==> src/rtl/axis_wrr_arbiter_pkg.sv <==
// Shared types and helpers for the three-input weighted round-robin AXIS arbiter.
// No logic: state encoding, port count and the grant rotation function.
// Imported by axis_wrr_arbiter_3 and axis_wrr_out_reg.
package axis_wrr_arbiter_pkg;

    localparam int NUM_PORTS = 3;

    // The encoding doubles as the externally visible grant index.
    typedef enum logic [1:0] {
        GRANT_0 = 2'd0,
        GRANT_1 = 2'd1,
        GRANT_2 = 2'd2
    } arb_state_t;

    // Mod-3 rotation; the unused encoding falls back to port 0.
    function automatic arb_state_t next_port(input arb_state_t cur);
        arb_state_t nxt;
        case (cur)
            GRANT_0: nxt = GRANT_1;
            GRANT_1: nxt = GRANT_2;
            default: nxt = GRANT_0;
        endcase
        return nxt;
    endfunction

endpackage

==> src/rtl/axis_wrr_out_reg.sv <==
// One-entry AXIS output register shared by all arbiter inputs.
// Latency: 1 cycle from load to output_valid.
// Backpressure: can_load = !output_valid || output_ready; contents hold while stalled.
//
// Ports: clk, rst (sync, active-low), clear (sync, active-high, discards any held beat),
//        load/load_data (qualified by can_load in the parent), can_load,
//        output_valid/output_ready/output_data (AXIS master).
// Optional: AXIS_WRR_ARBITER_LAST_EN adds load_last / output_last.
module axis_wrr_out_reg
    import axis_wrr_arbiter_pkg::*;
#(
    parameter int DATA_WIDTH = 16
) (
    input  logic                  clk,
    input  logic                  rst,
    input  logic                  clear,
    input  logic                  load,
    input  logic [DATA_WIDTH-1:0] load_data,
`ifdef AXIS_WRR_ARBITER_LAST_EN
    input  logic                  load_last,
    output logic                  output_last,
`endif
    output logic                  can_load,
    output logic                  output_valid,
    input  logic                  output_ready,
    output logic [DATA_WIDTH-1:0] output_data
);

    assign can_load = !output_valid || output_ready;

    always_ff @(posedge clk) begin
        if (!rst || clear) begin
            output_valid <= 1'b0;
            output_data  <= '0;
`ifdef AXIS_WRR_ARBITER_LAST_EN
            output_last  <= 1'b0;
`endif
        end else if (load) begin
            output_valid <= 1'b1;
            output_data  <= load_data;
`ifdef AXIS_WRR_ARBITER_LAST_EN
            output_last  <= load_last;
`endif
        end else if (output_ready) begin
            output_valid <= 1'b0;
        end
    end

endmodule

==> src/rtl/axis_wrr_arbiter_3.sv <==
// Three-input weighted round-robin AXIS arbiter; each grant passes up to quota_i beats.
// Latency: 1 cycle input transfer to output_valid; full throughput on the granted port.
// Backpressure: granted input is readied only when the output register can load; idle ports are skipped.
//
// Ports: clk; rst (sync, active-low); clear (sync, active-high soft restart);
//        cfg_quota_0..2 (captured only during rst/clear);
//        input_0..2_valid/ready/data (AXIS slaves); output_valid/ready/data (AXIS master);
//        grant (registered index of the granted port).
// Optional: AXIS_WRR_ARBITER_LAST_EN adds input_X_last/output_last; quotas then count
//           packets and a port is never left mid-packet.
module axis_wrr_arbiter_3
    import axis_wrr_arbiter_pkg::*;
#(
    parameter int DATA_WIDTH  = 16,
    parameter int QUOTA_WIDTH = 8
) (
    input  logic                   clk,
    input  logic                   rst,
    input  logic                   clear,
    input  logic [QUOTA_WIDTH-1:0] cfg_quota_0,
    input  logic [QUOTA_WIDTH-1:0] cfg_quota_1,
    input  logic [QUOTA_WIDTH-1:0] cfg_quota_2,
    input  logic                   input_0_valid,
    output logic                   input_0_ready,
    input  logic [DATA_WIDTH-1:0]  input_0_data,
    input  logic                   input_1_valid,
    output logic                   input_1_ready,
    input  logic [DATA_WIDTH-1:0]  input_1_data,
    input  logic                   input_2_valid,
    output logic                   input_2_ready,
    input  logic [DATA_WIDTH-1:0]  input_2_data,
`ifdef AXIS_WRR_ARBITER_LAST_EN
    input  logic                   input_0_last,
    input  logic                   input_1_last,
    input  logic                   input_2_last,
    output logic                   output_last,
`endif
    output logic                   output_valid,
    input  logic                   output_ready,
    output logic [DATA_WIDTH-1:0]  output_data,
    output logic [1:0]             grant
);

    arb_state_t             state;
    arb_state_t             state_nxt;
    logic [QUOTA_WIDTH-1:0] count;
    logic [QUOTA_WIDTH-1:0] count_nxt;
    logic [QUOTA_WIDTH-1:0] quota_0;
    logic [QUOTA_WIDTH-1:0] quota_1;
    logic [QUOTA_WIDTH-1:0] quota_2;
    logic [QUOTA_WIDTH-1:0] sel_quota;
    logic                   sel_valid;
    logic [DATA_WIDTH-1:0]  sel_data;
    logic                   can_load;
    logic                   run_ok;
    logic                   xfer;
    logic [QUOTA_WIDTH:0]   count_inc;
    logic                   quota_hit;
`ifdef AXIS_WRR_ARBITER_LAST_EN
    logic                   sel_last;
    logic                   in_pkt;
    logic                   in_pkt_nxt;
`endif

    // Quotas are only sampled while held in reset/clear so a live reconfigure
    // cannot change a burst length mid-rotation.
    always_ff @(posedge clk) begin
        if (!rst || clear) begin
            quota_0 <= cfg_quota_0;
            quota_1 <= cfg_quota_1;
            quota_2 <= cfg_quota_2;
        end
    end

    always_comb begin
        sel_valid = 1'b0;
        sel_data  = '0;
        sel_quota = '0;
`ifdef AXIS_WRR_ARBITER_LAST_EN
        sel_last  = 1'b0;
`endif
        case (state)
            GRANT_0: begin
                sel_valid = input_0_valid;
                sel_data  = input_0_data;
                sel_quota = quota_0;
`ifdef AXIS_WRR_ARBITER_LAST_EN
                sel_last  = input_0_last;
`endif
            end
            GRANT_1: begin
                sel_valid = input_1_valid;
                sel_data  = input_1_data;
                sel_quota = quota_1;
`ifdef AXIS_WRR_ARBITER_LAST_EN
                sel_last  = input_1_last;
`endif
            end
            GRANT_2: begin
                sel_valid = input_2_valid;
                sel_data  = input_2_data;
                sel_quota = quota_2;
`ifdef AXIS_WRR_ARBITER_LAST_EN
                sel_last  = input_2_last;
`endif
            end
            default: ;
        endcase
    end

    // Ready never looks at valid. A zero-quota port is never readied: its
    // grant cycle is a pure skip.
    assign run_ok        = rst && !clear && can_load && (sel_quota != '0);
    assign input_0_ready = run_ok && (state == GRANT_0);
    assign input_1_ready = run_ok && (state == GRANT_1);
    assign input_2_ready = run_ok && (state == GRANT_2);
    assign xfer          = sel_valid && run_ok;

    // One extra bit so a quota of 2^QUOTA_WIDTH-1 compares without wrap.
    assign count_inc = {1'b0, count} + {{QUOTA_WIDTH{1'b0}}, 1'b1};
    assign quota_hit = (count_inc == {1'b0, sel_quota});

    always_comb begin
        state_nxt  = state;
        count_nxt  = count;
`ifdef AXIS_WRR_ARBITER_LAST_EN
        in_pkt_nxt = in_pkt;
        if (sel_quota == '0) begin
            state_nxt = next_port(state);
            count_nxt = '0;
        end else if (xfer) begin
            if (sel_last) begin
                in_pkt_nxt = 1'b0;
                if (quota_hit) begin
                    state_nxt = next_port(state);
                    count_nxt = '0;
                end else begin
                    count_nxt = count_inc[QUOTA_WIDTH-1:0];
                end
            end else begin
                in_pkt_nxt = 1'b1;
            end
        end else if (!sel_valid && !in_pkt) begin
            // Idle skip only at a packet boundary; mid-packet gaps hold the grant.
            state_nxt = next_port(state);
            count_nxt = '0;
        end
`else
        if (sel_quota == '0) begin
            state_nxt = next_port(state);
            count_nxt = '0;
        end else if (xfer) begin
            if (quota_hit) begin
                state_nxt = next_port(state);
                count_nxt = '0;
            end else begin
                count_nxt = count_inc[QUOTA_WIDTH-1:0];
            end
        end else if (!sel_valid) begin
            state_nxt = next_port(state);
            count_nxt = '0;
        end
`endif
    end

    always_ff @(posedge clk) begin
        if (!rst || clear) begin
            state  <= GRANT_0;
            count  <= '0;
`ifdef AXIS_WRR_ARBITER_LAST_EN
            in_pkt <= 1'b0;
`endif
        end else begin
            state  <= state_nxt;
            count  <= count_nxt;
`ifdef AXIS_WRR_ARBITER_LAST_EN
            in_pkt <= in_pkt_nxt;
`endif
        end
    end

    assign grant = state;

    axis_wrr_out_reg #(
        .DATA_WIDTH (DATA_WIDTH)
    ) u_out_reg (
        .clk          (clk),
        .rst          (rst),
        .clear        (clear),
        .load         (xfer),
        .load_data    (sel_data),
`ifdef AXIS_WRR_ARBITER_LAST_EN
        .load_last    (sel_last),
        .output_last  (output_last),
`endif
        .can_load     (can_load),
        .output_valid (output_valid),
        .output_ready (output_ready),
        .output_data  (output_data)
    );

endmodule

==> config.mk <==
export PLATFORM = sky130hd
export DESIGN_NAME = axis_wrr_arbiter_3
export DESIGN_NICKNAME = d
export VERILOG_FILES = /design/src/rtl/axis_wrr_arbiter_pkg.sv /design/src/rtl/axis_wrr_out_reg.sv /design/src/rtl/axis_wrr_arbiter_3.sv
export SDC_FILE = /design/constraint.sdc
export NUM_CORES = 1
export LEC_CHECK = 0
export ABC_AREA = 1
export BUFFER_PORTS_ARGS = -buffer_cell sky130_fd_sc_hd__buf_2
export CAP_MARGIN = 20
export CORE_UTILIZATION = 45
export CTS_CLUSTER_DIAMETER = 150
export CTS_CLUSTER_SIZE = 24
export DETAILED_ROUTE_END_ITERATION = 10
export PLACE_DENSITY = 0.84
export SYNTH_ARGS = -nofsm -noshare
export SYNTH_HDL_FRONTEND = slang
export SYNTH_SLANG_ARGS = --single-unit
==> constraint.sdc <==
create_clock -name clk -period 2.1 [get_ports clk]
set_clock_uncertainty 0.1 [all_clocks]
set_input_delay 0.525 -clock clk [delete_from_list [all_inputs] [get_ports clk]]
set_output_delay 0.525 -clock clk [all_outputs]
set_load 0.005 [all_outputs]
==> summary.txt <==
initial detailed-routing violation count - 316
Nets - 563
Port Buf Inserts - 100
reg2reg path depth - 12
Mapped Nets - 438
status - finished with violations
synth warn - 0
P per Cell Area - 658 nW/µm²
max_cap viols - 0
most common cell after layout, fill and taps aside - nand2_1
number of top-level pins - 101
htree depth - 2
chip width - 79.9 µm
Max stage delay on crit path - 0.39 ns
dominant synthesized flop cell - dfxtp_1
relative slew slack - 68.5%
Max Slew Vio Count - 0
Finished Cell Area - 3850 µm²
endpoints failing setup - 27
layout cell share with drive strength beyond 1 - 41.5%
synthesized instance count - 358
vias in the first global route - 2,522
Die H - 79.9 µm
# DRC - 0
number of flops mapped to enable cells by yosys - 24
Initial Utilization - 46.4%
row cnt - 28
Fin. Hold Viols - 0
unrepaired setup endpoints after global routing - yes
Crit path arrival time - 1.74 ns
TNS Setup - -2.38 ns
violated checks - setup timing
Filler Cell Count - 447
CTS tree - done
Bufs on Longest Clock Path - 2
hold slack - 0.285 ns
DR vias - 3,033
total CTS buffers - 5
Cell Area, Synth - 2730 µm²
Clock Latency Late Sink - 0.31 ns
Reg2Reg Launch Point - grant[0]
Crit Path Class - reg -> out
Slew @ Worst Pin - 0.473 ns
Hold Crit Class - in -> reg
Root Buffer - clkbuf_8
register area share after synthesis - 46.2%
Peak supply drop - 0.456 mV
drt via density - 5.43
Total Wirelength - 8.18 mm
n_diodes - 0
die area - 6390 µm²
GRT Total Usage - 23.1%
f_max - 423 MHz
area share of the largest cell type after synthesis - 26.4%
Power Total - 0.00253 W
routed len/inst - 14.6 µm
Setup crit start - grant[0]
hold buffers post-CTS - 0
Final min period - 2.36 ns
grt total ovfl - 0
Final GP Congestion - 0.954
CP max-delay cell - dfxtp_4
first-pass GRT wire length - 11.4 mm
Worst R2R End - count[1]
largest net degree at the start of global routing - 40
Startpoint Class - flop
leakage - 1.76 nW
Final ANT Viol Nets - 0
Async SR Flop Fraction - 0%
core area - 5890 µm²
DPL Wire Length - 5.41 mm
fin crit share - 113%
crit path max fanout - 6
final worst slack - -0.264 ns
placed cells - 540
# clock sinks - 51
clock-pin slew on the worst setup and hold paths - 0.09 ns
main area contributors after synthesis - edfxtp_1, dfxtp_1, nand2_1
1st-pass router iterations - 5
Cell Count, Final, Fillers Out - 559
CP Capture Type - output port
Yosys top cell by area - edfxtp_1
synth unique cells - 28
Layout area overhead - 41.0%
worst-path cell chain - buf_4 -> nand3_1 -> nand3_2 -> nor2_2 -> nand2_2 -> o21ai_4 -> nor3_2 -> buf_2
Yosys reg bits - 51
most frequent cells in the layout - nand2_1, buf_2, nand3_1
Critical Path Sink - input_0_ready
initial antenna violation count - 0
syn_area_per_cell - 7.63 µm²
placed instance area - 3380 µm²
internal reg-to-reg setup slack - -0.10 ns
WP data required - 1.47 ns
==> cells in the mapped netlist, types with 2 or more instances <==
master,number
a21oi_1,30
a22o_1,3
buf_6,7
clkbuf_1,3
dfxtp_1,27
edfxtp_1,24
inv_1,21
inv_4,2
nand2_1,124
nand2_2,3
nand3_1,51
nand3_2,2
nand4_1,3
nor2_1,31
nor2_4,4
nor2_8,2
nor3_1,2
o21ai_0,8
xnor2_1,2
==> registers in the layout, indices dropped and copies added (netlist names) <==
register                cells
quota_0                     8
grant                       2
quota_1                     8
u_out_reg.output_data      16
count                       8
quota_2                     8
u_out_reg.output_valid      1
==> final cells by class <==
type	instances	area [µm²]	area share (%)
Tap cell	75	93.8	2.44
Timing Repair Buffer	130	758	19.7
Clock buffer	6	72.6	1.88
Sequential cell	51	1270	33.0
Multi-Input combinational cell	271	1490	38.7
Inverter	24	105	2.73
Clock inverter	2	60.1	1.56
==> power by group <==
part	internal [W]	switching [W]
Clock	0.000476	0.000318
Combinational	0.000262	0.000345
Sequential	0.00110	0.0000353
Total	0.00184	0.000698
==> cell families (layout without fill, tap and decap cells) <==
family,count (synthesis),in the layout,synth area share (%)
AND/OR/NAND/NOR,226,226,37.4
XOR/XNOR,2,2,0.641
flip-flops,51,51,46.2
adder cells (fa/ha/maj),1,1,0.458
AO/OA/AOI/OAI,42,42,8.20
buffers and inverters,36,162,7.10
==> through the flow <==
stage / setup slack (ns) / utilization, %
CTS: -0.208 / 61.4
global route: -0.318 / 65.4
finish: -0.264 / 65.4
floorplan: 0.00367 / -
detailed placement: -0.140 / 57.5
global placement: -0.0495 / 57.5
==> metal layers <==
layer | GRT usage (%) | vias up | routed length [µm]
met5 | 0 | - | 0
met4 | 8.39 | 0 | 320
met3 | 4.57 | 40 | 562
met2 | 39.9 | 177 | 4170
met1 | 28.3 | 1386 | 3130
li1 | - | 1430 | -
==> how the worst min path moves through the flow <==
stage / from / endpoint / slack [ns] / cells after the start
after global placement: u_out_reg.output_data[6] / u_out_reg.output_data[6] / 0.35 / 2
after CTS: cfg_quota_1[3] / quota_1[3] / 0.28 / 1
after detailed placement: u_out_reg.output_data[5] / u_out_reg.output_data[5] / 0.36 / 2
after floorplan: u_out_reg.output_data[0] / u_out_reg.output_data[0] / 0.36 / 2
final: cfg_quota_1[7] / quota_1[7] / 0.29 / 1
after global routing: cfg_quota_1[3] / quota_1[3] / 0.28 / 1
==> worst max-delay path: cells and delay by family (launching register included) <==
kind            cells  cell delay (ns)
simple gates        5             0.51
flops               1             0.39
buf+inv             2             0.30
compound gates      1             0.22
==> timing repair <==
item,in CTS,in global routing
cloned,0,1
hold endpoints to repair,0,0
resized for setup,22,53
setup endpoints to repair,3,28
pin swaps,10,17
buffers inserted,7,5
(Power assumes the default switching activity.)
